File: src/rtl/e_mdu_pkg.sv
// Shared E-stage MDU definitions: op encodings, default latencies and a sizing helper.
package e_mdu_pkg;

    typedef enum logic [3:0] {
        MduMult  = 4'd0,
        MduMultu = 4'd1,
        MduDiv   = 4'd2,
        MduDivu  = 4'd3,
        MduMthi  = 4'd4,
        MduMtlo  = 4'd5,
        MduMfhi  = 4'd6,
        MduMflo  = 4'd7,
        MduNone  = 4'd8
    } mdu_op_e;

    localparam int unsigned DefaultMultLat = 5;
    localparam int unsigned DefaultDivLat  = 10;

    function automatic int unsigned max_lat(input int unsigned a, input int unsigned b);
        return (a > b) ? a : b;
    endfunction

endpackage

File: src/rtl/e_mdu_arith.sv
// Combinational multiply/divide datapath for e_mdu.
// Divider is built only when MDU_DIV_EN is defined; otherwise quotient/remainder read as zero.
module mdu_arith #(
    parameter int unsigned WIDTH = 32
) (
    input  logic [WIDTH-1:0]   a,
    input  logic [WIDTH-1:0]   b,
    input  logic               is_signed,
    output logic [2*WIDTH-1:0] product,
    output logic [WIDTH-1:0]   quotient,
    output logic [WIDTH-1:0]   remainder
);

    logic [2*WIDTH-1:0] a_ext;
    logic [2*WIDTH-1:0] b_ext;

    // Low 2*WIDTH bits of the product of the extended operands is the exact signed/unsigned result.
    assign a_ext   = {{WIDTH{is_signed & a[WIDTH-1]}}, a};
    assign b_ext   = {{WIDTH{is_signed & b[WIDTH-1]}}, b};
    assign product = a_ext * b_ext;

`ifdef MDU_DIV_EN
    logic             a_neg;
    logic             b_neg;
    logic [WIDTH-1:0] a_mag;
    logic [WIDTH-1:0] b_mag;
    logic [WIDTH-1:0] divisor;
    logic [WIDTH-1:0] q_mag;
    logic [WIDTH-1:0] r_mag;

    assign a_neg   = is_signed & a[WIDTH-1];
    assign b_neg   = is_signed & b[WIDTH-1];
    assign a_mag   = a_neg ? (~a + 1'b1) : a;
    assign b_mag   = b_neg ? (~b + 1'b1) : b;
    // Zero divisor is never committed by the caller; keep the operator well defined.
    assign divisor = (b_mag == '0) ? {{(WIDTH-1){1'b0}}, 1'b1} : b_mag;
    assign q_mag   = a_mag / divisor;
    assign r_mag   = a_mag % divisor;

    assign quotient  = (a_neg ^ b_neg) ? (~q_mag + 1'b1) : q_mag;
    assign remainder = a_neg ? (~r_mag + 1'b1) : r_mag;
`else
    assign quotient  = '0;
    assign remainder = '0;
`endif

endmodule

File: src/rtl/e_mdu.sv
// E-stage multiply/divide unit: HI/LO registers, busy down-counter and op control.
// Define MDU_DIV_EN to build the divider; without it DIV/DIVU are accepted as no-ops.
module e_mdu
    import e_mdu_pkg::*;
#(
    parameter int unsigned WIDTH    = 32,
    parameter int unsigned MULT_LAT = DefaultMultLat,
    parameter int unsigned DIV_LAT  = DefaultDivLat
) (
    input  logic             clk,
    input  logic             reset_n,
    input  logic             start,
    input  logic [3:0]       MDUOp,
    input  logic [WIDTH-1:0] A,
    input  logic [WIDTH-1:0] B,
    output logic             busy,
    output logic [WIDTH-1:0] result
);

`ifdef MDU_DIV_EN
    localparam bit DivEn = 1'b1;
`else
    localparam bit DivEn = 1'b0;
`endif

    localparam int unsigned MaxLat = max_lat(MULT_LAT, DivEn ? DIV_LAT : 0);
    localparam int unsigned CntW   = $clog2(MaxLat + 1);

    logic [WIDTH-1:0]   hi_q, hi_d;
    logic [WIDTH-1:0]   lo_q, lo_d;
    logic [WIDTH-1:0]   pend_hi_q, pend_hi_d;
    logic [WIDTH-1:0]   pend_lo_q, pend_lo_d;
    logic               pend_wr_q, pend_wr_d;
    logic [CntW-1:0]    cnt_q, cnt_d;

    logic               is_signed;
    logic [2*WIDTH-1:0] product;
    logic [WIDTH-1:0]   quotient;
    logic [WIDTH-1:0]   remainder;

    assign is_signed = (MDUOp == MduMult) || (MDUOp == MduDiv);
    assign busy      = (cnt_q != '0);

    mdu_arith #(
        .WIDTH (WIDTH)
    ) u_arith (
        .a         (A),
        .b         (B),
        .is_signed (is_signed),
        .product   (product),
        .quotient  (quotient),
        .remainder (remainder)
    );

    always_comb begin
        hi_d      = hi_q;
        lo_d      = lo_q;
        pend_hi_d = pend_hi_q;
        pend_lo_d = pend_lo_q;
        pend_wr_d = pend_wr_q;
        cnt_d     = cnt_q;

        if (busy) begin
            cnt_d = cnt_q - 1'b1;
            // Commit on the edge that ends the last busy cycle.
            if ((cnt_q == CntW'(1)) && pend_wr_q) begin
                hi_d = pend_hi_q;
                lo_d = pend_lo_q;
            end
        end else if (start) begin
            case (MDUOp)
                MduMult, MduMultu: begin
                    cnt_d     = CntW'(MULT_LAT);
                    pend_hi_d = product[2*WIDTH-1:WIDTH];
                    pend_lo_d = product[WIDTH-1:0];
                    pend_wr_d = 1'b1;
                end
`ifdef MDU_DIV_EN
                MduDiv, MduDivu: begin
                    cnt_d     = CntW'(DIV_LAT);
                    pend_hi_d = remainder;
                    pend_lo_d = quotient;
                    pend_wr_d = (B != '0);
                end
`endif
                MduMthi: hi_d = A;
                MduMtlo: lo_d = A;
                default: ;
            endcase
        end
    end

    always_ff @(posedge clk) begin
        if (!reset_n) begin
            hi_q      <= '0;
            lo_q      <= '0;
            pend_hi_q <= '0;
            pend_lo_q <= '0;
            pend_wr_q <= 1'b0;
            cnt_q     <= '0;
        end else begin
            hi_q      <= hi_d;
            lo_q      <= lo_d;
            pend_hi_q <= pend_hi_d;
            pend_lo_q <= pend_lo_d;
            pend_wr_q <= pend_wr_d;
            cnt_q     <= cnt_d;
        end
    end

    always_comb begin
        result = '0;
        case (MDUOp)
            MduMfhi: result = hi_q;
            MduMflo: result = lo_q;
            default: ;
        endcase
    end

endmodule

File: config.mk
export PLATFORM = sky130hd
export DESIGN_NAME = e_mdu
export DESIGN_NICKNAME = d
export VERILOG_FILES = /design/src/rtl/e_mdu_pkg.sv /design/src/rtl/e_mdu_arith.sv /design/src/rtl/e_mdu.sv
export SDC_FILE = /design/constraint.sdc
export NUM_CORES = 2
export LEC_CHECK = 0
export BUFFER_PORTS_ARGS = -buffer_cell sky130_fd_sc_hd__buf_2
export CAP_MARGIN = 20
export CORE_ASPECT_RATIO = 0.9
export CORE_MARGIN = 4
export CORE_UTILIZATION = 55
export CTS_BUF_LIST = sky130_fd_sc_hd__clkbuf_4
export CTS_CLUSTER_SIZE = 40
export DETAILED_ROUTE_END_ITERATION = 12
export PLACE_DENSITY = 0.71
export SLEW_MARGIN = 40
export SYNTH_ARGS = -nofsm -noshare
export SYNTH_HDL_FRONTEND = slang
export SYNTH_SLANG_ARGS = --single-unit
File: constraint.sdc
create_clock -name clk -period 20.1 [get_ports clk]
set_input_delay 1.005 -clock clk [delete_from_list [all_inputs] [get_ports clk]]
set_output_delay 1.005 -clock clk [all_outputs]
set_load 0.01 [all_outputs]
[Word-level counts from Yosys, hierarchy flattened]
Cells that the tools add are included.
Word-level totals
  register bits: 132
  bits of input ports: 71
  output and inout bits: 33
  logic and storage cells: 44
Cells by class
  $add $sub $neg: 1
  multiply operators: 1
  equal/unequal tests: 8
  muxes and demuxes: 12
  bitwise operators: 3
  reductions and logical operators: 13
Operators with widths (count)
  2-to-1 mux 32 bit: 8
  multiplier 33 x 33 -> 64 bit: 1
  one-hot mux 32 bit (2 select lines): 1
  == test 4 x 3 -> 1 bit (second input constant): 4
  2-to-1 mux 3 bit: 3
  AND reduction 3 bit: 3
  nonzero test 2 bit: 4
  == test 4 x 1 -> 1 bit (second input constant): 1
  == test 4 x 2 -> 1 bit (second input constant): 1
  zero test 4 bit: 1
  == test 3 x 1 -> 1 bit (second input constant): 1
  nonzero test 3 bit: 1
  subtractor 3 x 1 -> 3 bit (second input constant): 1
  bitwise AND 1 bit: 2
  inequality test 2 x 1 -> 1 bit (second input constant): 1
  AND reduction 2 bit: 1
  OR reduction 2 bit: 1
  logical AND 1 bit: 1
  logical OR 1 bit: 1
  inverter 1 bit: 1

[Logic depth before layout (Yosys ltp)]
  depth after elaboration: 5
  mapped depth: 31
  gate-level depth less buffers: 29

[Hierarchy]
Synthesis repeated with hierarchy kept, for this count alone.
Unflattened totals
  cell total of the unflattened synthesis: 4911
  area total of the unflattened synthesis: 44501.4 um2
By module, submodules not included
  mdu_arith: times used 1, cells an instance 4244, area each 38403.1 um2
  e_mdu: times used 1, cells an instance 667, area each 6098.3 um2

[Least setup slack after synthesis]
Ideal clock, no wire load.
  path kind: in2reg
  from: input MDUOp[0]
  to: register pend_hi_q[22]
  library setup time: 0.062 ns
  data arrival time: 8.830 ns
  data required time: 20.038 ns
  path slack: 11.208 ns
  stages: 26
  buffers on the path: 2
  path through: nor3_1 > and2_1 > clkbuf_1 > nand2_1 > inv_1 > fa_1 > fa_1 > fa_1 > inv_1 > fa_1 > inv_1 > fa_1 > fa_1 > inv_1 > fa_1 > fa_1 > inv_1 > ha_1 > clkbuf_1 > and3_1 > nand4_1 > o32ai_1 > a21oi_1 > a211o_1 > or4_1 > nand3_1
On the way
  longest elaborated chain between the ends: 4
Ends and longest elaborated chain
  start, declared: RTL line e_mdu.sv:13  | input logic [3:0] MDUOp,
  == test 4 x 2 -> 1 bit or zero test 4 bit (tied branches): RTL line e_mdu.sv:41, e_mdu.sv:71
  logical OR 1 bit: RTL line e_mdu.sv:41  | assign is_signed = (MDUOp == MduMult) || (MDUOp == MduDiv);
  bitwise AND 1 bit, on equally long branches: RTL line e_mdu_arith.sv:18, e_mdu_arith.sv:19
  multiplier 33 x 33 -> 64 bit: RTL line e_mdu_arith.sv:20  | assign product = a_ext * b_ext;
  end signal, assigned: RTL line e_mdu.sv:104  | pend_hi_q <= pend_hi_d;
  end, declared: RTL line e_mdu.sv:31  | logic [WIDTH-1:0] pend_hi_q, pend_hi_d;
Several ways; a longest one is shown, not always the timed one.
A chain may end at the register's enable or synchronous reset.

[Worst setup path in the final report]
Ends and elaborated chain as after synthesis.

==> Flow_metrics.wiki <==
{| class="wikitable"
! Metric !! Value
|-
| Area of the core || 78,300 µm²
|-
| Maximum single-stage delay on the critical path || 1.02 ns
|-
| Post-CTS resize count || 0
|-
| Max-Slew Margin vs Limit || 41.0%
|-
| Data arrival, critical path || 9.98 ns
|-
| Clock period minus worst slack || 9.50 ns
|-
| Half-perimeter wire length after placement || 87.7 mm
|-
| Cell area after technology mapping || 43,700 µm²
|-
| Post-CTS setup buffer count || 0
|-
| Clock Root Buffer || sky130_fd_sc_hd__clkbuf_4
|-
| Part of the Yosys area used for sequential elements || 6.04%
|-
| I/O pin total || 104
|-
| CTS buffer count || 17
|-
| Clock insertion delay at the later pin of the skew report || 0.56 ns
|-
| Synthesized area divided by synthesized cell count || 8.95 µm²
|-
| Most frequent cells after synthesis || sky130_fd_sc_hd__inv_1 (1,148), sky130_fd_sc_hd__fa_1 (1,125), sky130_fd_sc_hd__nand2_1 (865)
|-
| Final slew viol count || 0
|-
| Total die area || 84,100 µm²
|-
| Area growth from synthesis to layout || 3.05%
|-
| RePlAce Congestion || 0.898
|-
| DRT antenna net count || 0
|-
| Buffer depth of the longest clock path || 2
|-
| Total non-filler cell area in the finished layout || 45,100 µm²
|-
| Clock tree from TritonCTS || built
|-
| Via count || 32,100
|-
| Post-route clock skew || 0.0244 ns
|-
| Die span in x || 305 µm
|-
| Vias in the first global route || 34,800
|-
| Timing-limited maximum frequency || 0.105 GHz
|-
| Endpoint required time on the critical path || 20.58 ns
|-
| Number of fill cells in the layout || 7,038
|-
| Worst Setup Path Type || in2reg
|-
| Leading register cell type out of synthesis || sky130_fd_sc_hd__dfxtp_1
|-
| Ratio of routed vias to standard cells || 5.54
|-
| Number of antenna violations at the first check in global routing || 2
|-
| Routed length per instance || 19.3 µm
|-
| Final design utilization || 57.6%
|-
| Clock transition at the registers of the reported paths || 0.11 ns
|-
| Mapped Nets || 6,297
|-
| Total of hold buffers inserted after clock tree synthesis || 0
|-
| Clock H-tree levels || 4
|-
| Maximum number of pins on one net before global-route repair || 84
|-
| Endpoints failing setup || 0
|-
| Worst Setup Start Kind || primary input
|-
| Layout cell share with drive strength beyond 1 || 4.52%
|-
| Most repeated library cell on the critical path || sky130_fd_sc_hd__fa_1
|-
| Height of the die || 276 µm
|-
| Clock Sink Count || 132
|-
| Critical path capture point type || flip-flop
|-
| Transition time at the pin with the least slew margin || 0.885 ns
|-
| Initial core utilization || 55.9%
|-
| Detailed-router iteration count before antenna repair || 6
|-
| Sum of overflow across all layers after global routing || 0
|-
| Residual DRC || 0
|-
| Area share of the leading cell type in the synthesized netlist || 51.5%
|-
| Critical-path maximum fanout || 21
|-
| Global-route wire length before repair || 187 mm
|-
| Library cell occupying the most area in the post-synthesis netlist || sky130_fd_sc_hd__fa_1
|-
| Count of yosys warnings during synthesis || 0
|-
| Count of routing violations after the opening detailed-route iteration || 2,469
|-
| Gate Count Post-Synth || 4,888
|-
| Setup repair after global routing missed its margin || no
|-
| All-Layer GR Usage || 27.8%
|-
| Total number of nets in the final design || 6,156
|-
| Total number of placement rows || 97
|-
| Final WL || 112 mm
|-
| Area after detailed placement || 44,800 µm²
|-
| Flip-flop and latch count after synthesis || 132
|-
| Number of maximum-capacitance constraint violations || 0
|-
| Cell variety after synth || 70
|-
| Number of synthesized flops with an enable pin || 0
|-
| Top post-synthesis cells by area || sky130_fd_sc_hd__fa_1 (51%), sky130_fd_sc_hd__inv_1 (9.9%), sky130_fd_sc_hd__nand2_1 (7.4%)
|-
| Cell with the largest stage delay on the worst path || sky130_fd_sc_hd__fa_1
|-
| Crit share post-route || 47.3%
|-
| Count of final hold-check violations || 0
|-
| Total Negative Setup Slacks || 0 ns
|-
| Run status || finished clean
|-
| Min-delay worst type || reg2reg
|-
| Most numerous cell in the Yosys netlist || sky130_fd_sc_hd__inv_1
|-
| Port Buffer Count || 103
|-
| Fraction of registers with async set/reset || 0%
|}
cells by family after synthesis:
logic type,count (synthesis),synth area share (%)
buffers and inverters,1455,12.5
flip-flops,132,6.04
adder cells (fa/ha/maj),1338,57.6
AO/OA/AOI/OAI,389,6.24
XOR/XNOR,68,1.36
AND/OR/NAND/NOR,1436,14.6
multiplexers,70,1.60
registers in the layout, indices dropped and copies added (netlist names):
signal,count
pend_hi_q,32
hi_q,32
cnt_q,3
pend_wr_q,1
pend_lo_q,32
lo_q,32
path summary, 6_finish.rpt:
path                                     from       endpoint  slack, ns  cells past startpoint
worst min register to register  pend_hi_q[26]  pend_hi_q[26]       0.46                      2
worst min-delay path            pend_hi_q[26]  pend_hi_q[26]       0.46                      2
worst max-delay path                 MDUOp[0]  pend_hi_q[22]      10.60                     26
worst max register to register       cnt_q[0]  pend_hi_q[29]      17.36                      9
per-layer routing:
| layer | share of wire [%] | track usage [%] | up-vias |
|---|---|---|---|
| met4 | 3.1 | 7.66 | 0 |
| met1 | 42 | 38.3 | 16700 |
| met2 | 48 | 46.5 | 1177 |
| met5 | 0 | 0 | - |
| li1 | - | - | 14000 |
| met3 | 7.1 | 4.14 | 208 |
area by class of cell:
cell class	instances	area, µm²	share of cell area, %
diodes	1	2.50	0.00555
clock buffers	18	135	0.300
repair buffers	146	877	1.95
well taps	1039	1300	2.88
multi-input cells	3301	35700	79.1
clock inverters	14	138	0.305
flip-flops and latches	132	2640	5.86
inverters	1149	4310	9.57
worst max-delay path, delay by kind of cell:
kind / cells / cell delay (ns)
adders and majority gates: 9 / 5.14
and+or+nand+nor: 7 / 1.85
buffers and inverters: 7 / 1.24
AOI/OAI and AO/OA: 3 / 0.70
per-stage QoR:
stage | std cells | worst slack [ns] | hold WS (ns)
floorplan | 4888 | 11.21 | 0.431
global placement | 5766 | 10.16 | 0.438
detailed placement | 5767 | 10.04 | 0.443
CTS | 5799 | 10.60 | 0.458
global route | 5800 | 10.09 | 0.476
finish | 5800 | 10.60 | 0.459
placed cells by master, fill, tap and decap left out, types with 37 or more instances in the layout:
| master | instances |
|---|---|
| sky130_fd_sc_hd__a21o_1 | 37 |
| sky130_fd_sc_hd__a211oi_1 | 83 |
| sky130_fd_sc_hd__nand2_1 | 864 |
| sky130_fd_sc_hd__ha_1 | 212 |
| sky130_fd_sc_hd__buf_2 | 97 |
| sky130_fd_sc_hd__xnor2_1 | 54 |
| sky130_fd_sc_hd__o21ai_0 | 42 |
| sky130_fd_sc_hd__nor2_1 | 148 |
| sky130_fd_sc_hd__fa_1 | 1124 |
| sky130_fd_sc_hd__dfxtp_1 | 132 |
| sky130_fd_sc_hd__buf_4 | 47 |
| sky130_fd_sc_hd__inv_1 | 1148 |
| sky130_fd_sc_hd__and2_1 | 305 |
| sky130_fd_sc_hd__a21oi_1 | 110 |
| sky130_fd_sc_hd__mux2i_1 | 70 |
Power is left out: the tool's default activity adds up to more than one toggle a clock period on the data nets, which glitch-free logic cannot reach.
